`config.mk`:
```
export PLATFORM = sky130hd
export DESIGN_NAME = ast_string_collector
export DESIGN_NICKNAME = d
export VERILOG_FILES = /design/src/rtl/bloom_strings_pkg.sv /design/src/rtl/ast_beat_unpack.sv /design/src/rtl/ast_string_collector.sv
export SDC_FILE = /design/constraint.sdc
export NUM_CORES = 1
export LEC_CHECK = 0
export CAP_MARGIN = 20
export CORE_MARGIN = 3
export CORE_UTILIZATION = 29
export CTS_BUF_LIST = sky130_fd_sc_hd__clkbuf_8 sky130_fd_sc_hd__clkbuf_16
export DETAILED_ROUTE_END_ITERATION = 12
export GPL_TIMING_DRIVEN = 1
export SYNTH_ARGS = -nofsm -noshare
export SYNTH_HDL_FRONTEND = slang
export SYNTH_SLANG_ARGS = --single-unit
export TNS_END_PERCENT = 5
```
`constraint.sdc`:
```
create_clock -name clk_i -period 7.8 [get_ports clk_i]
set_clock_uncertainty 0.1 [all_clocks]
set_input_delay 0.78 -clock clk_i [delete_from_list [all_inputs] [get_ports clk_i]]
set_output_delay 0.78 -clock clk_i [all_outputs]
set_load 0.05 [all_outputs]
```
`src/rtl/bloom_strings_pkg.sv`:
```
// Shared types and helpers for the Bloom-filter string path.
// Holds the collector FSM state type, the length-width helper and the
// upper bound on the collected string size.
package bloom_strings_pkg;

   // Largest string the collector buffer is ever built for
   localparam int MAX_STR_BOUND = 32;

   typedef enum logic [1:0] {
      ST_IDLE    = 2'd0,
      ST_COLLECT = 2'd1,
      ST_DROP    = 2'd2,
      ST_OUTPUT  = 2'd3
   } collector_state_t;

   // Bits needed to hold a length in 0..max_len
   function automatic int len_w(input int max_len);
      return $clog2(max_len + 1);
   endfunction

endpackage

```
`src/rtl/ast_beat_unpack.sv`:
```
// Combinational AST beat unpacker.
// Reorders the symbols of one beat into stream order (stream byte 0 in the
// low byte lane) and reports how many bytes of the beat are valid. Lanes
// past the valid count are forced to zero. With a single symbol per beat
// the empty field carries no information and is ignored.
module ast_beat_unpack #(
   parameter int BYTE_W  = 8,
   parameter int SYMBOLS = 1,
   parameter int ORDER   = 1,
   parameter int EMPTY_W = 1,
   parameter int CNT_W   = 1
) (
   input  logic [SYMBOLS*BYTE_W-1:0] beat_data,
   input  logic [EMPTY_W-1:0]        beat_empty,
   input  logic                      beat_eop,
   output logic [SYMBOLS*BYTE_W-1:0] stream_bytes,
   output logic [CNT_W-1:0]          byte_count
);

   // Valid byte count and stream-ordered, masked byte lanes
   always_comb begin
      stream_bytes = {(SYMBOLS*BYTE_W){1'b0}};
      if (beat_eop && (SYMBOLS > 1)) begin
         byte_count = CNT_W'(SYMBOLS) - CNT_W'(beat_empty);
      end else begin
         byte_count = CNT_W'(SYMBOLS);
      end
      for (int i = 0; i < SYMBOLS; i++) begin
         stream_bytes[i*BYTE_W +: BYTE_W] =
            (CNT_W'(i) >= byte_count) ? {BYTE_W{1'b0}} :
            (ORDER != 0)              ? beat_data[(SYMBOLS-1-i)*BYTE_W +: BYTE_W] :
                                        beat_data[i*BYTE_W +: BYTE_W];
      end
   end

endmodule

```
`src/rtl/ast_string_collector.sv`:
```
// Avalon-ST string collector.
// Reassembles each AST packet into a parallel byte vector (byte 0 first,
// unused bytes zero) plus length, and hands it downstream with a
// valid/ready handshake. Packets shorter than MIN_STR_SIZE or longer than
// MAX_STR_SIZE are discarded.
// Optional build macro STR_COLLECTOR_DROP_CNT_EN adds drop_cnt_o, a
// saturating count of discarded packets (short, long, or cut off by a new sop).
module ast_string_collector
   import bloom_strings_pkg::*;
#(
   parameter int BYTE_W           = 8,
   parameter int MIN_STR_SIZE     = 6,
   parameter int MAX_STR_SIZE     = 20,
   parameter int AST_SINK_SYMBOLS = 1,
   parameter int AST_SINK_ORDER   = 1,
   parameter int AST_SINK_EMPTY_W = (AST_SINK_SYMBOLS == 1) ? 1 : $clog2(AST_SINK_SYMBOLS),
   parameter int LEN_W            = len_w(MAX_STR_SIZE)
) (
   input  logic                               clk_i,
   input  logic                               arst_n_i,
   input  logic [AST_SINK_SYMBOLS*BYTE_W-1:0] ast_sink_data_i,
   output logic                               ast_sink_ready_o,
   input  logic                               ast_sink_valid_i,
   input  logic [AST_SINK_EMPTY_W-1:0]        ast_sink_empty_i,
   input  logic                               ast_sink_startofpacket_i,
   input  logic                               ast_sink_endofpacket_i,
   output logic [MAX_STR_SIZE*BYTE_W-1:0]     str_data_o,
   output logic [LEN_W-1:0]                   str_len_o,
   output logic                               str_valid_o,
   input  logic                               str_ready_i
`ifdef STR_COLLECTOR_DROP_CNT_EN
   ,
   output logic [15:0]                        drop_cnt_o
`endif
);

   localparam int K_W   = $clog2(AST_SINK_SYMBOLS + 1);
   localparam int SUM_W = $clog2(MAX_STR_SIZE + AST_SINK_SYMBOLS + 1);

   if (MAX_STR_SIZE > MAX_STR_BOUND) begin : g_max_size_check
      $error("MAX_STR_SIZE exceeds MAX_STR_BOUND");
   end

   collector_state_t                   state_r, state_next;
   logic [LEN_W-1:0]                   cnt_r, cnt_next;
   logic [MAX_STR_SIZE*BYTE_W-1:0]     buf_r, buf_next;
   logic                               valid_r, valid_next;
   logic                               ready_r;
   logic [AST_SINK_SYMBOLS*BYTE_W-1:0] beat_bytes;
   logic [K_W-1:0]                     beat_k;
   logic                               accept, sop, eop, takes_beat;
   logic [SUM_W-1:0]                   base_cnt, sum_cnt;

   ast_beat_unpack #(
      .BYTE_W  (BYTE_W),
      .SYMBOLS (AST_SINK_SYMBOLS),
      .ORDER   (AST_SINK_ORDER),
      .EMPTY_W (AST_SINK_EMPTY_W),
      .CNT_W   (K_W)
   ) u_unpack (
      .beat_data    (ast_sink_data_i),
      .beat_empty   (ast_sink_empty_i),
      .beat_eop     (ast_sink_endofpacket_i),
      .stream_bytes (beat_bytes),
      .byte_count   (beat_k)
   );

   assign sop        = ast_sink_startofpacket_i;
   assign eop        = ast_sink_endofpacket_i;
   assign accept     = ast_sink_valid_i && ready_r;
   // A beat carries string bytes when it opens a packet or continues one
   assign takes_beat = accept && (sop || (state_r == ST_COLLECT));
   // A sop beat always restarts at offset 0, discarding any partial string
   assign base_cnt   = sop ? {SUM_W{1'b0}} : SUM_W'(cnt_r);
   assign sum_cnt    = base_cnt + SUM_W'(beat_k);

   // Next-state, fill count, buffer and output-valid decode
   always_comb begin
      state_next = state_r;
      cnt_next   = cnt_r;
      buf_next   = buf_r;
      valid_next = valid_r;
      case (state_r)
         ST_IDLE, ST_COLLECT, ST_DROP: begin
            if (takes_beat) begin
               if (sum_cnt > SUM_W'(MAX_STR_SIZE)) begin
                  // Too long: swallow the rest of the packet
                  state_next = eop ? ST_IDLE : ST_DROP;
                  cnt_next   = {LEN_W{1'b0}};
                  buf_next   = {(MAX_STR_SIZE*BYTE_W){1'b0}};
               end else begin
                  buf_next = sop ? {(MAX_STR_SIZE*BYTE_W){1'b0}} : buf_r;
                  for (int j = 0; j < MAX_STR_SIZE; j++) begin
                     for (int i = 0; i < AST_SINK_SYMBOLS; i++) begin
                        buf_next[j*BYTE_W +: BYTE_W] =
                           ((K_W'(i) < beat_k) && ((base_cnt + SUM_W'(i)) == SUM_W'(j))) ?
                           beat_bytes[i*BYTE_W +: BYTE_W] : buf_next[j*BYTE_W +: BYTE_W];
                     end
                  end
                  cnt_next = LEN_W'(sum_cnt);
                  if (!eop) begin
                     state_next = ST_COLLECT;
                  end else if (sum_cnt < SUM_W'(MIN_STR_SIZE)) begin
                     state_next = ST_IDLE;
                     cnt_next   = {LEN_W{1'b0}};
                     buf_next   = {(MAX_STR_SIZE*BYTE_W){1'b0}};
                  end else begin
                     state_next = ST_OUTPUT;
                     valid_next = 1'b1;
                  end
               end
            end else if (accept && eop && (state_r == ST_DROP)) begin
               state_next = ST_IDLE;
            end else begin
               state_next = state_r;
            end
         end
         ST_OUTPUT: begin
            if (str_ready_i) begin
               state_next = ST_IDLE;
               valid_next = 1'b0;
               cnt_next   = {LEN_W{1'b0}};
               buf_next   = {(MAX_STR_SIZE*BYTE_W){1'b0}};
            end else begin
               state_next = ST_OUTPUT;
            end
         end
         default: begin
            state_next = ST_IDLE;
            valid_next = 1'b0;
            cnt_next   = {LEN_W{1'b0}};
            buf_next   = {(MAX_STR_SIZE*BYTE_W){1'b0}};
         end
      endcase
   end

   // State, buffer and registered handshake outputs
   always_ff @(posedge clk_i or negedge arst_n_i) begin
      if (!arst_n_i) begin
         state_r <= ST_IDLE;
         cnt_r   <= {LEN_W{1'b0}};
         buf_r   <= {(MAX_STR_SIZE*BYTE_W){1'b0}};
         valid_r <= 1'b0;
         ready_r <= 1'b0;
      end else begin
         state_r <= state_next;
         cnt_r   <= cnt_next;
         buf_r   <= buf_next;
         valid_r <= valid_next;
         ready_r <= (state_next != ST_OUTPUT);
      end
   end

   assign ast_sink_ready_o = ready_r;
   assign str_data_o       = buf_r;
   assign str_len_o        = cnt_r;
   assign str_valid_o      = valid_r;

`ifdef STR_COLLECTOR_DROP_CNT_EN
   logic        restart_drop, length_drop;
   logic [15:0] drop_cnt_r;
   logic [16:0] drop_sum;

   // A sop during COLLECT and a failed length check can coincide in one beat
   assign restart_drop = accept && sop && (state_r == ST_COLLECT);
   assign length_drop  = takes_beat && ((sum_cnt > SUM_W'(MAX_STR_SIZE)) ||
                                        (eop && (sum_cnt < SUM_W'(MIN_STR_SIZE))));
   assign drop_sum     = {1'b0, drop_cnt_r} + 17'(restart_drop) + 17'(length_drop);

   // Saturating discarded-packet counter
   always_ff @(posedge clk_i or negedge arst_n_i) begin
      if (!arst_n_i) begin
         drop_cnt_r <= 16'h0000;
      end else begin
         drop_cnt_r <= drop_sum[16] ? 16'hFFFF : drop_sum[15:0];
      end
   end

   assign drop_cnt_o = drop_cnt_r;
`endif

endmodule

```
==> results of run 1 <==
-- cells in the final DEF, fill, tap and decap left out, types with 4 or more instances in the layout --
master,netlist,final
nand2_1,14,14
a32o_1,80,80
clkdlybuf4s50_1,0,179
nand2b_1,5,5
dfrtp_1,169,169
nor2_1,34,33
nand3_1,7,7
inv_1,4,4
buf_4,2,12
clkbuf_16,0,17
a22o_1,81,81
inv_6,0,4
o21ai_2,18,18
-- registers in the layout, summed over array words and instances (netlist names) --
name              flops
str_data_o          160
str_valid_o           1
str_len_o             5
state_r               2
ast_sink_ready_o      1
-- worst reg2reg max path, stage by stage, from the launching register on --
cell	delay, ns
dfrtp_1	0.58
nand2_1	0.23
nor3_1	0.24
ha_1	0.35
o311ai_0	0.53
a31o_2	0.62
o21ai_2	0.28
a22o_1	0.29
-- metal layers --
layer	track usage	vias up	part of all wire
li1	-	2342	-
met1	0.229	2812	0.45
met2	0.262	214	0.47
met3	0.0507	12	0.071
met4	0.0358	0	0.0084
met5	0	-	0
-- final timing paths --
check,startpoint,endpoint,slack (ns)
worst max register to register,str_len_o[1],str_data_o[158],4.46
max in group asynchronous,arst_n_i,str_data_o[25],6.08
worst min register to register,str_data_o[86],str_data_o[86],0.39
min in group clk_i,str_data_o[86],str_data_o[86],0.39
worst max-delay path,ast_sink_startofpacket_i,str_data_o[158],4.04
worst min-delay path,arst_n_i,str_data_o[144],0.28
-- metrics by stage --
step	util	area [sq um]	instances
3_5_place_dp	0.391	8900	965
2_1_floorplan	-	6780	500
6_report	0.420	9560	999
3_3_place_gp	0.390	8880	964
5_1_grt	0.420	9560	999
4_1_cts	0.418	9520	997
-- synthesized netlist by cell type (2+ instances only) --
master	instances	area, sq um
nor4_1	2	12.5
nor2_1	34	128
nand2_1	14	52.6
nor3_2	2	20.0
nor3_1	3	15.0
clkbuf_1	27	101
nor4_4	2	42.5
a22o_1	81	709
nor2_2	2	12.5
o41ai_4	2	55.1
o21ai_2	18	158
dfrtp_1	169	4230
buf_4	2	15.0
inv_1	4	15.0
a32o_1	80	801
o21ai_0	3	15.0
a21oi_1	2	10.0
nor2b_1	4	25.0
buf_2	9	45.0
buf_6	3	33.8
nand2b_1	5	31.3
a21o_1	2	15.0
nand3_1	7	35.0
and2_1	2	12.5
-- layout make-up --
| type | instances | area [sq um] | area share |
|---|---|---|---|
| Clock buffer | 17 | 425 | 0.0445 |
| Tap cell | 313 | 392 | 0.0410 |
| Inverter | 4 | 15.0 | 0.00157 |
| Clock inverter | 15 | 189 | 0.0198 |
| Sequential cell | 169 | 4230 | 0.442 |
| Multi-Input combinational cell | 286 | 2350 | 0.246 |
| Timing Repair Buffer | 195 | 1960 | 0.205 |
-- power by group through the flow --
stage | logic [mW] | registers, mW | clock network [mW]
5_1_grt | 0.260 | 0.902 | 0.945
3_5_place_dp | 0.241 | 0.917 | 0
2_1_floorplan | 0.112 | 0.951 | 0
4_1_cts | 0.242 | 0.901 | 0.912
3_3_place_gp | 0.234 | 0.917 | 0
6_report | 0.242 | 0.901 | 0.890
-- cell families after synthesis --
group,after synthesis
AO/OA/AOI/OAI,199
XOR/XNOR,1
adder cells (fa/ha/maj),1
AND/OR/NAND/NOR,85
buffers and inverters,45
flip-flops,169
==> results.yml, run 1 <==
pwr:
  internal-power_mw: 1.46
  p_switching_mw: 0.570
  power.density_mw_per_mm2: 213
  combPwrFrac: 0.119
  leakagePower_nw: 4.06
  power_switching_share: 0.281
  seqPwrFrac: 0.443
  power.share.clock: 0.438
  total_power_mw: 2.03
  peakVddDrop_v: 0.000138
detailed_routing:
  routedWlPerCell_um: 21.7
  avgViaCountPerCell: 5.39
  drc: 0
  ant_nets: 0
  totalWireLength_um: 21700
  firstDrtPassIters: 4
  routed-via-count: 5380
  drt_iter0_drc: 354
worst_setup_path:
  crit_path_end_kind: "flop"
  crit_path_max_incr_delay_ns: 0.89
  slowest_stage: "clkdlybuf4s50_1"
  r2r_cells: 7
  critPathBufInv: 1
  crit_chain: "clkdlybuf4s50_1 -> nor3_1 -> ha_1 -> o311ai_0 -> a31o_2 -> o21ai_2 -> a22o_1"
  cp_num_cells: 7
  crit_arrival_ns: 3.97
  crit_path_max_fanout: 20
  crit_type: "input pin to flop"
  start_kind: "input pin"
  crit_required_ns: 8.01
  crit_family: "compound AO/OA/AOI/OAI gates"
clocking:
  cts.sinks: 169
  cts_buffers: 17
  clockBufferDepth: 2
  postCtsSetupBuffers: 0
  hold_buffers: 0
  path_clk_slew_ns: 0.07
  h-tree-depth: 4
  postCtsResizedCells: 0
  ctsRootBufferMaster: "clkbuf_16"
  clock_latency_ns: 0.42
  cts_tree: "done"
logic_synthesis:
  synth-compound-area-share: 0.274
  synth_top_family_by_area: "compound AO/OA/AOI/OAI gates"
  avgSynthCellArea_sq_um: 13.6
  ys_async_sr_fraction: 1.00
  synthMuxAreaShare: 0
  syn_nets: 516
  ys_seq_area_frac: 0.624
  synth.distinct_cells: 45
  ys_warn_count: 0
  netlist_area_sq_mm: 0.00678
  synth-simple-area-share: 0.0684
  synthCells: 500
  synth_fa_ha_area_frac: 0.00184
  synth-seq-cells: 169
  synth-xor-area-share: 0.00129
  synth_edf_count: 0
  synth_ff_type: "dfrtp_1"
timing:
  min_period_over_period: 0.482
  period_needed_ns: 3.76
  setup_slack_ns: 4.04
  max_slew_margin: 0.334
  hold_violations: 0
  slew_viol_final: 0
  worstMarginPinSlew_ns: 0.999
  whs_ns: 0.280
  tns_ns: 0
  timing.fmax_mhz: 266
  setup_viol: 0
  grt_setup_unrepaired: "no"
global_route:
  grt_overflow: 0
  track_usage: 0.167
  antenna_found_initial: 0
  grt_start_max_net_pins: 87
  grt_pass1_vias: 5355
  grt_pass1_wl_um: 33000
layout:
  syn2layout_area_growth_pct: 41.0
  n_fill_cell: 2104
  antenna_cells: 0
  final_nets: 689
  drive_gt1_frac: 0.121
place:
  dp_slack_ns: 3.59
  io_buffers: 180
  gp_congestion: 0.814
  place_hpwl_um: 14500
die:
  core_sq_mm: 0.0228
  fp-row-count: 55
  die_x_um: 159
  initial_core_util: 0.298
  die-area_sq_mm: 0.0253
  die_h_um: 159
  num_io_pins: 182
status:
  outcome: "complete, no violations"
worst_hold_path:
  min_path_type: "input pin to asynchronous set/reset pin"
job:
  max_cap_violations: 0
(Power assumes the default switching activity.)
==> inputs of run 2 (changes only) <==
==> constraint.sdc (replaced) <==
create_clock -name clk_i -period 3.9 [get_ports clk_i]
set_clock_uncertainty 0.1 [all_clocks]
set_input_delay 0.39 -clock clk_i [delete_from_list [all_inputs] [get_ports clk_i]]
set_output_delay 0.39 -clock clk_i [all_outputs]
set_load 0.05 [all_outputs]
==> run 2 against run 1 <==
  * The flow now finishes with violations (hold timing)
  * Largest cell class unchanged
  * Highest routed layer unchanged
  * First-iteration DRC count down 19%
  * Utilization shrank 0.066 points
  * Flip-flop and latch count did not move
==> results.yml, run 2 (synthesis gave the netlist of run 1 again) <==
status:
  outcome: "finished, violations left"
  violations: "hold timing"
clocking:
  path_clk_slew_ns: 0.08
  clock_latency_ns: 0.43
  hold_buffers: 0
  clockBufferDepth: 2
  cts.sinks: 169
  h-tree-depth: 4
  cts_tree: "done"
  ctsRootBufferMaster: "clkbuf_16"
  postCtsSetupBuffers: 0
  cts_buffers: 17
  postCtsResizedCells: 0
detailed_routing:
  drt_iter0_drc: 285
  routed-via-count: 5374
  ant_nets: 0
  firstDrtPassIters: 5
  drc: 0
  totalWireLength_um: 22000
  routedWlPerCell_um: 22.0
  avgViaCountPerCell: 5.37
pwr:
  power.share.clock: 0.432
  power.density_mw_per_mm2: 421
  internal-power_mw: 2.82
  p_switching_mw: 1.20
  leakagePower_nw: 4.05
  power_switching_share: 0.299
  peakVddDrop_v: 0.000286
  combPwrFrac: 0.120
  seqPwrFrac: 0.448
global_route:
  grt_start_max_net_pins: 102
  grt_overflow: 0
  grt_pass1_vias: 5526
  antenna_found_initial: 0
  track_usage: 0.172
  grt_pass1_wl_um: 34000
worst_setup_path:
  crit_path_end_kind: "flop"
  crit_chain: "nand2_1 -> nor3_1 -> ha_1 -> o311ai_0 -> a31o_2 -> buf_4 -> o21ai_2 -> a22o_1"
  slowest_stage: "dfrtp_1"
  r2r_cells: 8
  crit_path_max_incr_delay_ns: 0.60
  crit_required_ns: 4.11
  start_kind: "flop"
  crit_family: "compound AO/OA/AOI/OAI gates"
  critPathBufInv: 1
  crit_type: "flop to flop"
  cp_num_cells: 8
  crit_path_max_fanout: 20
  crit_arrival_ns: 3.40
timing:
  timing.fmax_mhz: 313
  min_period_over_period: 0.819
  slew_viol_final: 0
  whs_ns: -0.0341
  max_slew_margin: 0.285
  grt_setup_unrepaired: "no"
  worstMarginPinSlew_ns: 1.07
  hold_violations: 36
  setup_viol: 0
  tns_ns: 0
  period_needed_ns: 3.19
place:
  io_buffers: 180
  place_area_sq_mm: 0.00894
  gp_congestion: 0.805
  place_hpwl_um: 14600
layout:
  antenna_cells: 0
  syn2layout_area_growth_pct: 40.7
  final_nets: 690
  design_area_sq_mm: 0.00955
  final_common_cell: "clkdlybuf4s50_1"
  final_cell_mix: "clkdlybuf4s50_1, dfrtp_1, a22o_1"
  drive_gt1_frac: 0.122
  largest_reg_flops: 160
die:
  die_h_um: 159
  num_io_pins: 182
  core_sq_mm: 0.0228
  die_x_um: 159
  initial_core_util: 0.298
  fp-row-count: 55
  die-area_sq_mm: 0.0253
job:
  max_cap_violations: 0
worst_hold_path:
  min_path_type: "input pin to asynchronous set/reset pin"
[run 2: worst register-to-register path, delay by kind of cell (launching register included)]
kind	cells	cell delay (ns)
flops	1	0.60
simple gates	2	0.48
fa+ha+maj	1	0.35
buf+inv	1	0.31
compound gates	4	1.24
[run 2: cell type report]
type / count / area [sq um]
flip-flops and latches: 169 / 4230
repair buffers: 196 / 1960
well taps: 313 / 392
clock inverters: 15 / 181
clock buffers: 17 / 425
fillers: 2067 / 13200
inverters: 4 / 15.0
multi-input cells: 286 / 2350
[run 2: worst paths after layout]
check                                   to  slack, ns      startpoint
max reg2reg                str_data_o[152]       0.71    str_len_o[1]
max in group asynchronous   str_data_o[38]       2.77        arst_n_i
max                        str_data_o[152]       0.71    str_len_o[1]
min reg2reg                 str_data_o[60]       0.39  str_data_o[60]
min                        str_data_o[150]      -0.03        arst_n_i
min in group clk_i          str_data_o[60]       0.39  str_data_o[60]
[run 2: per-stage QoR]
step                std cells  setup slack (ns)  total power [mW]   util
floorplan                 500             0.786              2.13      -
global placement          967             0.628              2.31  0.391
detailed placement        968             0.603              2.32  0.392
CTS                      1000             0.725              4.07  0.419
global route             1000             0.458              4.18  0.419
finish                   1000             0.706              4.02  0.419
[run 2: layer usage]
layer	wire length [um]	track usage	vias up	part of all wire
met1	9980	0.232	2808	0.45
met5	0	0	-	0
met2	10300	0.269	212	0.47
met4	277	0.0529	0	0.013
met3	1470	0.0515	24	0.067
li1	-	-	2330	-
[run 2: power by group through the flow]
stage                     clock (mW)  sequential, mW  combinational (mW)
after CTS                       1.78            1.80               0.488
after global placement             0            1.83               0.472
after detailed placement           0            1.83               0.489
final                           1.74            1.80               0.484
after floorplan                    0            1.90               0.224
after global routing            1.85            1.80               0.520
==> inputs of run 3 (changes only) <==
==> constraint.sdc (replaced) <==
create_clock -name clk_i -period 2.6 [get_ports clk_i]
set_clock_uncertainty 0.1 [all_clocks]
set_input_delay 0.26 -clock clk_i [delete_from_list [all_inputs] [get_ports clk_i]]
set_output_delay 0.26 -clock clk_i [all_outputs]
set_load 0.05 [all_outputs]
==> run 3 against run 2 <==
  * The flow now finishes without violations
  * Global-route usage decreased by 0.066 points
  * Via count rose by 1.1%
  * Combinational power up 62%
  * Register-to-register slack got worse by 0.57 ns
  * Clock power up 37%
  * Flip-flop and latch count unchanged
  * Worst hold slack better by 0.25 ns
  * Routed wire length down 1.6%
  * Final cell count rose by 2.5%
  * Largest cell class unchanged
==> results.yml, run 3 (synthesis gave the netlist of run 1 again) <==
timing:
  grt_setup_unrepaired: "no"
  tns_ns: 0
  setup_viol: 0
  worstMarginPinSlew_ns: 0.684
  slew_viol_final: 0
  period_needed_ns: 2.46
  timing.fmax_mhz: 406
  min_period_over_period: 0.947
  hold_violations: 0
  max_slew_margin: 0.543
layout:
  largest_reg_flops: 160
  antenna_cells: 0
  final_common_cell: "clkdlybuf4s50_1"
  n_fill_cell: 2067
  multi_input_area_sq_mm: 0.00242
  final_cell_mix: "clkdlybuf4s50_1, dfrtp_1, a22o_1"
  final_nets: 715
  regArea_sq_mm: 0.00423
  syn2layout_area_growth_pct: 44.2
  drive_gt1_frac: 0.164
  final_cells: 1025
pwr:
  peakVddDrop_v: 0.000346
  power.density_mw_per_mm2: 599
  leakagePower_nw: 4.18
place:
  gp_congestion: 0.789
  place_hpwl_um: 14900
  numPlacedInstances: 992
  io_buffers: 180
detailed_routing:
  drt_iter0_drc: 393
  drc: 0
  firstDrtPassIters: 5
  routedWlPerCell_um: 21.1
  routed-via-count: 5433
  avgViaCountPerCell: 5.30
  ant_nets: 0
  totalWireLength_um: 21600
worst_setup_path:
  slowest_stage: "nor2_1"
  critPathBufInv: 1
  crit_path_end_kind: "flop"
  start_kind: "flop"
  crit_path_max_fanout: 8
  crit_required_ns: 2.86
  crit_family: "simple AND/OR/NAND/NOR gates"
  crit_chain: "nand2_4 -> nor3_4 -> ha_4 -> buf_4 -> nand2_1 -> nand3_1 -> nor2_1 -> a22o_1"
  crit_type: "flop to flop"
  crit_path_max_incr_delay_ns: 0.58
  crit_arrival_ns: 2.72
clocking:
  clockBufferDepth: 2
  ctsRootBufferMaster: "clkbuf_16"
  path_clk_slew_ns: 0.07
  cts_buffers: 17
  h-tree-depth: 4
  cts_tree: "done"
  postCtsSetupBuffers: 0
  clock_latency_ns: 0.42
  cts.sinks: 169
worst_hold_path:
  min_path_type: "input pin to asynchronous set/reset pin"
die:
  die-area_sq_mm: 0.0253
  num_io_pins: 182
  fp-row-count: 55
  die_h_um: 159
  initial_core_util: 0.298
  core_sq_mm: 0.0228
  die_x_um: 159
global_route:
  track_usage: 0.171
  grt_pass1_wl_um: 34200
  antenna_found_initial: 0
  grt_overflow: 0
  grt_pass1_vias: 5793
  grt_start_max_net_pins: 89
job:
  max_cap_violations: 0
status:
  outcome: "complete, no violations"
==> run 3: worst paths after layout <==
check	startpoint	to	slack (ns)	cells after the start
worst max register to register	str_len_o[3]	str_data_o[16]	0.14	8
worst min register to register	str_data_o[70]	str_data_o[70]	0.39	1
worst min-delay path	arst_n_i	str_data_o[79]	0.21	2
min in group clk_i	str_data_o[70]	str_data_o[70]	0.39	1
worst max-delay path	str_len_o[3]	str_data_o[16]	0.14	8
max in group asynchronous	arst_n_i	str_data_o[60]	1.35	3
==> run 3: layer usage <==
metal,track usage,routed length [um]
met5,0,0
met1,0.225,9360
met4,0.0533,311
met2,0.280,10400
met3,0.0445,1540
==> run 3: per-stage QoR <==
| step | setup WS [ns] | util | cell area (sq um) | hold WS, ns | power [mW] |
|---|---|---|---|---|---|
| 3_5_place_dp | -0.238 | 0.404 | 9210 | 0.108 | 3.53 |
| 5_1_grt | 0.0288 | 0.429 | 9780 | 0.234 | 6.10 |
| 6_report | 0.137 | 0.429 | 9780 | 0.215 | 5.86 |
| 4_1_cts | 0.140 | 0.429 | 9780 | 0.206 | 5.93 |
| 2_1_floorplan | -0.0211 | - | 6920 | -0.136 | 3.21 |
| 3_3_place_gp | -0.202 | 0.404 | 9210 | 0.102 | 3.51 |
==> run 3: layout make-up <==
type | instances | share of cell area
Inverter | 4 | 0.00154
Clock buffer | 17 | 0.0435
Tap cell | 313 | 0.0400
Sequential cell | 169 | 0.433
Timing Repair Buffer | 221 | 0.221
Clock inverter | 15 | 0.0136
Multi-Input combinational cell | 286 | 0.247
==> run 3: worst reg2reg max path: cells and delay by family, from the launching register on <==
family,cells,cell delay (ns)
adder cells (fa/ha/maj),1,0.23
flip-flops,1,0.46
AO/OA/AOI/OAI,1,0.25
AND/OR/NAND/NOR,5,1.22
buffers and inverters,1,0.15
==> run 3: report_power, final <==
part,leakage [nW],internal (mW),total (mW),switching (mW)
combinational,1.57,0.222,0.784,0.561
clock,0.267,1.26,2.38,1.13
sequential,2.34,2.66,2.69,0.0288
==> run 3: what timing repair did <==
item / CTS / global route
endpoints found under the hold margin: 43 / 0
resized for setup: 0 / 0
setup endpoints to repair: 0 / 0
hold buffers: 1 / 0
